### config.mk
export PLATFORM = sky130hd
export DESIGN_NAME = dest_encoder
export DESIGN_NICKNAME = d
export VERILOG_FILES = /design/src/rtl/dest_pkg.sv /design/src/rtl/dest_encoder_rr_pick.sv /design/src/rtl/dest_encoder.sv
export SDC_FILE = /design/constraint.sdc
export NUM_CORES = 1
export LEC_CHECK = 0
export ABC_AREA = 1
export ABC_CLOCK_PERIOD_IN_PS = 4800
export CORE_MARGIN = 2
export CORE_UTILIZATION = 50
export CTS_CLUSTER_SIZE = 30
export DETAILED_ROUTE_END_ITERATION = 10
export PLACE_DENSITY = 0.75
export RECOVER_POWER = 100
export SYNTH_ARGS = -nofsm -noshare
export SYNTH_HDL_FRONTEND = slang
export SYNTH_SLANG_ARGS = --single-unit
### constraint.sdc
create_clock -name clk -period 4.8 [get_ports clk]
set_clock_uncertainty 0.15 [all_clocks]
set_input_delay 0.48 -clock clk [delete_from_list [all_inputs] [get_ports clk]]
set_output_delay 0.48 -clock clk [all_outputs]
set_load 0.02 [all_outputs]
### src/rtl/dest_pkg.sv
// Shared constants and types for the destination encoder/decoder pair.
package dest_pkg;
  localparam int N_SRC = 16;
  localparam int IDX_W = 4;

  typedef logic [IDX_W-1:0] src_idx_t;
  typedef logic [N_SRC-1:0] src_vec_t;
endpackage

### src/rtl/dest_encoder_rr_pick.sv
// Combinational round-robin priority encoder: first set bit of i_vector at or
// above i_ptr, wrapping from N-1 back to 0.
module rr_pick
  import dest_pkg::*;
#(
  parameter int N = N_SRC,
  parameter int W = IDX_W
) (
  input  logic [N-1:0] i_vector,
  input  logic [W-1:0] i_ptr,
  output logic         o_any,
  output logic [W-1:0] o_index,
  output logic [N-1:0] o_onehot
);
  localparam logic [W:0] L_N = (W+1)'(N);

  logic [2*N-1:0] w_dbl;
  logic [N-1:0]   w_rot;
  logic [W-1:0]   w_lo;
  logic [W:0]     w_sum;

  // Rotate so that bit i_ptr lands at position 0, then the lowest set bit wins.
  assign w_dbl = {i_vector, i_vector} >> i_ptr;
  assign w_rot = w_dbl[N-1:0];
  assign o_any = |i_vector;

  always_comb begin
    w_lo = '0;
    for (int i = N-1; i >= 0; i--) begin
      if (w_rot[i]) w_lo = W'(i);
    end
    w_sum = {1'b0, w_lo} + {1'b0, i_ptr};
    if (w_sum >= L_N) w_sum = w_sum - L_N;
  end

  assign o_index  = w_sum[W-1:0];
  assign o_onehot = o_any ? (N'(1) << o_index) : '0;
endmodule

### src/rtl/dest_encoder.sv
// Collects one-hot request pulses into a pending set and grants them one at a
// time, round-robin, as a source index over a registered valid/ready stage.
module dest_encoder
  import dest_pkg::*;
#(
  parameter int N = N_SRC,
  parameter int W = IDX_W
) (
  input  logic         clk,
  input  logic         rst_n,
  input  logic [N-1:0] req,
  output logic [W-1:0] src,
  output logic         valid,
  input  logic         ready,
  output logic [N-1:0] pending,
  output logic         overflow
);
  logic [N-1:0] r_pending;
  logic [W-1:0] r_src;
  logic         r_valid;
  logic [W-1:0] r_ptr;
  logic         r_overflow;

  logic         w_any;
  logic [W-1:0] w_idx;
  logic [N-1:0] w_onehot;
  logic         w_load;
  logic [N-1:0] w_take;

  rr_pick #(.N(N), .W(W)) u_pick (
    .i_vector (r_pending),
    .i_ptr    (r_ptr),
    .o_any    (w_any),
    .o_index  (w_idx),
    .o_onehot (w_onehot)
  );

  // Selection only ever looks at registered pending, never same-cycle req.
  assign w_load = (!r_valid || ready) && w_any;
  assign w_take = w_load ? w_onehot : '0;

  always_ff @(posedge clk or negedge rst_n) begin
    if (!rst_n) begin
      r_pending  <= '0;
      r_src      <= '0;
      r_valid    <= 1'b0;
      r_ptr      <= '0;
      r_overflow <= 1'b0;
    end else begin
      // A re-request on the bit being taken survives as a fresh pending entry.
      r_pending  <= (r_pending & ~w_take) | req;
      r_overflow <= |(req & r_pending & ~w_take);
      if (w_load) begin
        r_src   <= w_idx;
        r_valid <= 1'b1;
        r_ptr   <= (w_idx == W'(N-1)) ? '0 : w_idx + 1'b1;
      end else if (r_valid && ready) begin
        r_valid <= 1'b0;
      end
    end
  end

  assign src      = r_src;
  assign valid    = r_valid;
  assign pending  = r_pending;
  assign overflow = r_overflow;
endmodule

==> flow_summary.toml, run 1 <==
[final_layout]
insertedDiodeCount = 0
drive_above_1_share = 0.168
layout.nets = 465
final.fill_count = 517
synthToLayoutAreaGrowth_pct = 15.2

[global_routing]
antenna_found_initial = 0
met1_usage = 0.326
overflow = 0
grt_usage = 0.243
grt.busiest_layer = "met2"
met2_usage = 0.409
grt_pass1_vias = 2630
grtUsageMet3 = 0.0241
grt_max_degree = 27
grt_pass1_wl_microns = 12100

[cts]
cts-hold-fix-buffers = 0
htree_levels = 1
cts_resized = 0
cts_buffers = 3
clock_path_buffers = 2
post_cts_buffers = 0
cts_root_buf = "clkbuf_8"
cts_tree = "yes"
clock_latency_ns = 0.28
clock-sinks = 26
cts.reportedPaths.clkPinSlew_ns = 0.08

[drt]
first_pass_iters = 5
routed_wirelength_microns = 7010
route.detailed.drc = 0
drtIter0Drc = 170
post_drt_wl_per_cell_microns = 13.8
routed_via_density = 5.31
dr_total_vias = 2690
ant_nets = 0

[timing]
drv_slew = 0
fin_setup_tns_ns = 0
min_period_ns = 4.31
report.final.hold_viol_count = 0
fmax_mhz = 232
relSlewSlack = 0.0321
setup_viol = 0
tightest_slew_ns = 1.45
fin_crit_sh = 0.899
rsz0062_at_grt = "no"

[logic_synthesis]
synthCells = 401
synth_top_cell_by_area = "dfrtp_1"
syn_area_per_cell_sq_um = 6.94
synth_edf_count = 0
synth_ff_type = "dfrtp_1"
syn_area_sq_um = 2780
synth-seq-cells = 26
ys_seq_area_frac = 0.234
synth_warnings = 0
netlist.area_leader.share = 0.234
ys_types = 33
syn-num-nets = 429
synthTopCellsByArea = "dfrtp_1, nand2_1, nand3_1"
async_flop_share = 1.00

[placement]
place_congestion = 0.940
io_buffer_count = 40
hpwlAfterDp_microns = 5590

[critical_path]
arrival_ns = 4.33
cp_common_cell = "nand2_1"
required_ns = 4.82
critPathLaunchType = "register"
regToRegSetupSlack_ns = 0.49
cp_max_fo = 17
cpMaxStageDelayCell = "dfrtp_1"
cp_slowest_stage_delay_ns = 0.66
end_kind = "register"
critPathKind = "reg2reg"

[floorplanning]
initial_utilization = 0.512
rows = 27
io-pin-count = 41
die_w_microns = 78.6
die_h_microns = 78.6
core_sq_um = 5440
dieArea_sq_um = 6180

[outcome]
status = "complete, no violations"

[hold_path]
min_path_type = "reg2reg"

[run]
max-cap-violations = 0
## layer usage
layer / up-vias / share of wire
li1: 1384 / -
met1: 1218 / 0.46
met2: 75 / 0.48
met3: 13 / 0.042
met4: 0 / 0.024
met5: - / 0
## layout make-up
cell class / instances / area [sq um] / share of cell area
Sequential cell: 26 / 651 / 0.203
Clock buffer: 3 / 41.3 / 0.0129
Timing Repair Buffer: 46 / 442 / 0.138
Inverter: 43 / 171 / 0.0534
Multi-Input combinational cell: 317 / 1810 / 0.565
Tap cell: 72 / 90.1 / 0.0281
## registers in the layout (all words and copies together) (netlist names)
name	flops
src	4
overflow	1
pending	16
valid	1
r_ptr	4
## final timing paths
| path | startpoint | end | depth (start not counted) |
|---|---|---|---|
| min reg2reg | src[0] | src[0] | 2 |
| max in group asynchronous | rst_n | pending[9] | 2 |
| min | src[0] | src[0] | 2 |
| max | r_ptr[0] | overflow | 29 |
| min in group asynchronous | rst_n | pending[5] | 2 |
| max reg2reg | r_ptr[0] | overflow | 29 |
## cells in the final DEF (no fill, tap or decap), types with 5 or more instances in the layout
cell / instances
dlygate4sd3_1: 23
a21o_1: 16
dfrtp_1: 26
buf_4: 5
nand3_1: 60
nor2_1: 11
nand4_1: 9
inv_1: 39
nand2_4: 9
clkdlybuf4s50_1: 17
ha_1: 8
o21ai_0: 8
nand2_1: 128
nand3_2: 27
nand2_2: 12
o21ai_2: 6
## cell families after synthesis
family | count (synthesis) | synth area share
XOR/XNOR | 3 | 0.00944
buffers and inverters | 58 | 0.109
AND/OR/NAND/NOR | 268 | 0.514
flip-flops | 26 | 0.234
adder cells (fa/ha/maj) | 9 | 0.0431
AO/OA/AOI/OAI | 37 | 0.0908
## per-stage QoR
step | utilization | area (sq um) | cells | worst slack, ns | hold WS (ns)
floorplan | - | 2780 | 401 | 1.21 | 0.0344
global placement | 0.586 | 3190 | 504 | 0.645 | 0.323
detailed placement | 0.586 | 3190 | 504 | 0.533 | 0.331
CTS | 0.594 | 3230 | 507 | 0.495 | 0.352
global route | 0.590 | 3210 | 507 | 0.0150 | 0.370
finish | 0.590 | 3210 | 507 | 0.486 | 0.341
## synthesized netlist by cell type, types with 2 or more instances
cell / instances
nand2_1: 128
nand3_1: 58
inv_1: 38
nand3_2: 28
dfrtp_1: 26
a21o_1: 16
nand2_2: 12
nor2_1: 11
nand2_4: 9
nand4_1: 9
ha_1: 8
o21ai_0: 8
o21ai_2: 6
buf_2: 5
a21oi_1: 4
buf_6: 4
nor2_2: 4
nor4_1: 4
inv_2: 3
nor2_4: 3
xor2_1: 3
buf_4: 2
inv_6: 2
## worst max-delay path: cells and delay by family (launching register included)
kind	cells	cell delay, ns
AOI/OAI and AO/OA	2	0.22
DFF	1	0.66
and+or+nand+nor	22	1.73
xor gates and xnor gates	1	0.44
adders and majority gates	2	0.59
buffers and inverters	2	0.39
Power of run 1 is left out: the tool's default activity adds up to more than one toggle a clock period on the data nets, which glitch-free logic cannot reach.
==> run 2, diff against run 1 <==
--- a/config.mk
+++ b/config.mk
@@ -9,8 +9,10 @@
 export ABC_CLOCK_PERIOD_IN_PS = 4800
 export CORE_MARGIN = 2
 export CORE_UTILIZATION = 50
+export CTS_BUF_LIST = sky130_fd_sc_hd__clkbuf_4
 export CTS_CLUSTER_SIZE = 30
 export DETAILED_ROUTE_END_ITERATION = 10
+export GPL_ROUTABILITY_DRIVEN = 0
 export PLACE_DENSITY = 0.75
 export RECOVER_POWER = 100
 export SYNTH_ARGS = -nofsm -noshare
==> flow_summary.toml, run 2 (same netlist as run 1, synthesis figures left out) <==
[final_layout]
final_cell_mix = "nand2_1, nand3_1, inv_1, nand3_2, dfrtp_1"
synthToLayoutAreaGrowth_pct = 14.9
drive_above_1_share = 0.168
largest_reg_flops = 16
insertedDiodeCount = 0
final_common_cell = "nand2_1"
layout.nets = 465

[critical_path]
end_kind = "register"
critPathKind = "reg2reg"
critPathBufInv = 4
crit_family = "simple AND/OR/NAND/NOR gates"
cpMaxStageDelayCell = "dfrtp_1"
cp_common_cell = "nand2_1"
cp_slowest_stage_delay_ns = 0.66
arrival_ns = 4.43
critPathLaunchType = "register"
required_ns = 4.87
cp_max_fo = 14

[timing]
tightest_slew_ns = 1.40
min_period_ns = 4.37
report.final.hold_viol_count = 0
setup_viol = 0
fmax_mhz = 229
fin_crit_sh = 0.910
drv_slew = 0
rsz0062_at_grt = "no"
fin_setup_tns_ns = 0
relSlewSlack = 0.0637

[floorplanning]
dieArea_sq_um = 6180
die_w_microns = 78.6
initial_utilization = 0.512
die_h_microns = 78.6
io-pin-count = 41
rows = 27
core_sq_um = 5440

[global_routing]
met1_usage = 0.333
grt_pass1_wl_microns = 12100
grtUsageMet3 = 0.0207
antenna_found_initial = 0
overflow = 0
grt_pass1_vias = 2619
grt_usage = 0.242
grt.busiest_layer = "met2"
grt_max_degree = 27
met2_usage = 0.397

[cts]
cts_resized = 0
cts.reportedPaths.clkPinSlew_ns = 0.16
cts_tree = "yes"
clock-sinks = 26
clock_latency_ns = 0.33
clock_path_buffers = 2
htree_levels = 1
cts-hold-fix-buffers = 0
post_cts_buffers = 0
cts_root_buf = "clkbuf_4"
cts_buffers = 3

[drt]
route.detailed.drc = 0
dr_total_vias = 2721
routed_wirelength_microns = 7040
first_pass_iters = 4
routed_via_density = 5.37
post_drt_wl_per_cell_microns = 13.9
ant_nets = 0
drtIter0Drc = 208

[placement]
io_buffer_count = 40
hpwlAfterDp_microns = 5690

[run]
max-cap-violations = 0

[outcome]
status = "complete, no violations"

[hold_path]
min_path_type = "reg2reg"
==> run 2: final cells by class <==
type / instances / area (sq um)
fillers: 528 / 2240
multi-input cells: 317 / 1830
inverters: 43 / 171
clock buffers: 3 / 22.5
well taps: 72 / 90.1
repair buffers: 46 / 438
flip-flops and latches: 26 / 651
==> run 2: worst paths after layout <==
path,from,end,slack (ns),cells past startpoint
min in group asynchronous,rst_n,r_ptr[3],0.83,2
setup / recovery,r_ptr[0],overflow,0.43,34
hold reg to reg,src[0],src[0],0.36,2
max in group asynchronous,rst_n,r_ptr[0],2.84,2
setup reg to reg,r_ptr[0],overflow,0.43,34
hold / removal,src[0],src[0],0.36,2
==> run 2: worst reg2reg max path: cells and delay by family (launching register included) <==
family | cells | cell delay [ns]
buffers and inverters | 4 | 0.50
AND/OR/NAND/NOR | 26 | 1.94
adder cells (fa/ha/maj) | 3 | 0.86
AO/OA/AOI/OAI | 1 | 0.14
flip-flops | 1 | 0.66
==> run 2: per-layer routing <==
metal  part of all wire  wire [microns]
met1               0.45            3150
met4              0.020             140
met2               0.48            3380
met3              0.052             363
met5                  0               0
==> run 2: through the flow <==
stage / area [sq um] / setup WS (ns) / std cells / utilization / hold WS [ns]
finish: 3200 / 0.432 / 507 / 0.588 / 0.365
global route: 3200 / 0.00660 / 507 / 0.588 / 0.389
CTS: 3210 / 0.476 / 507 / 0.590 / 0.372
detailed placement: 3190 / 0.505 / 504 / 0.586 / 0.326
global placement: 3190 / 0.548 / 504 / 0.586 / 0.321
floorplan: 2780 / 1.21 / 401 / - / 0.0344
Power of run 2 is left out for the same reason.
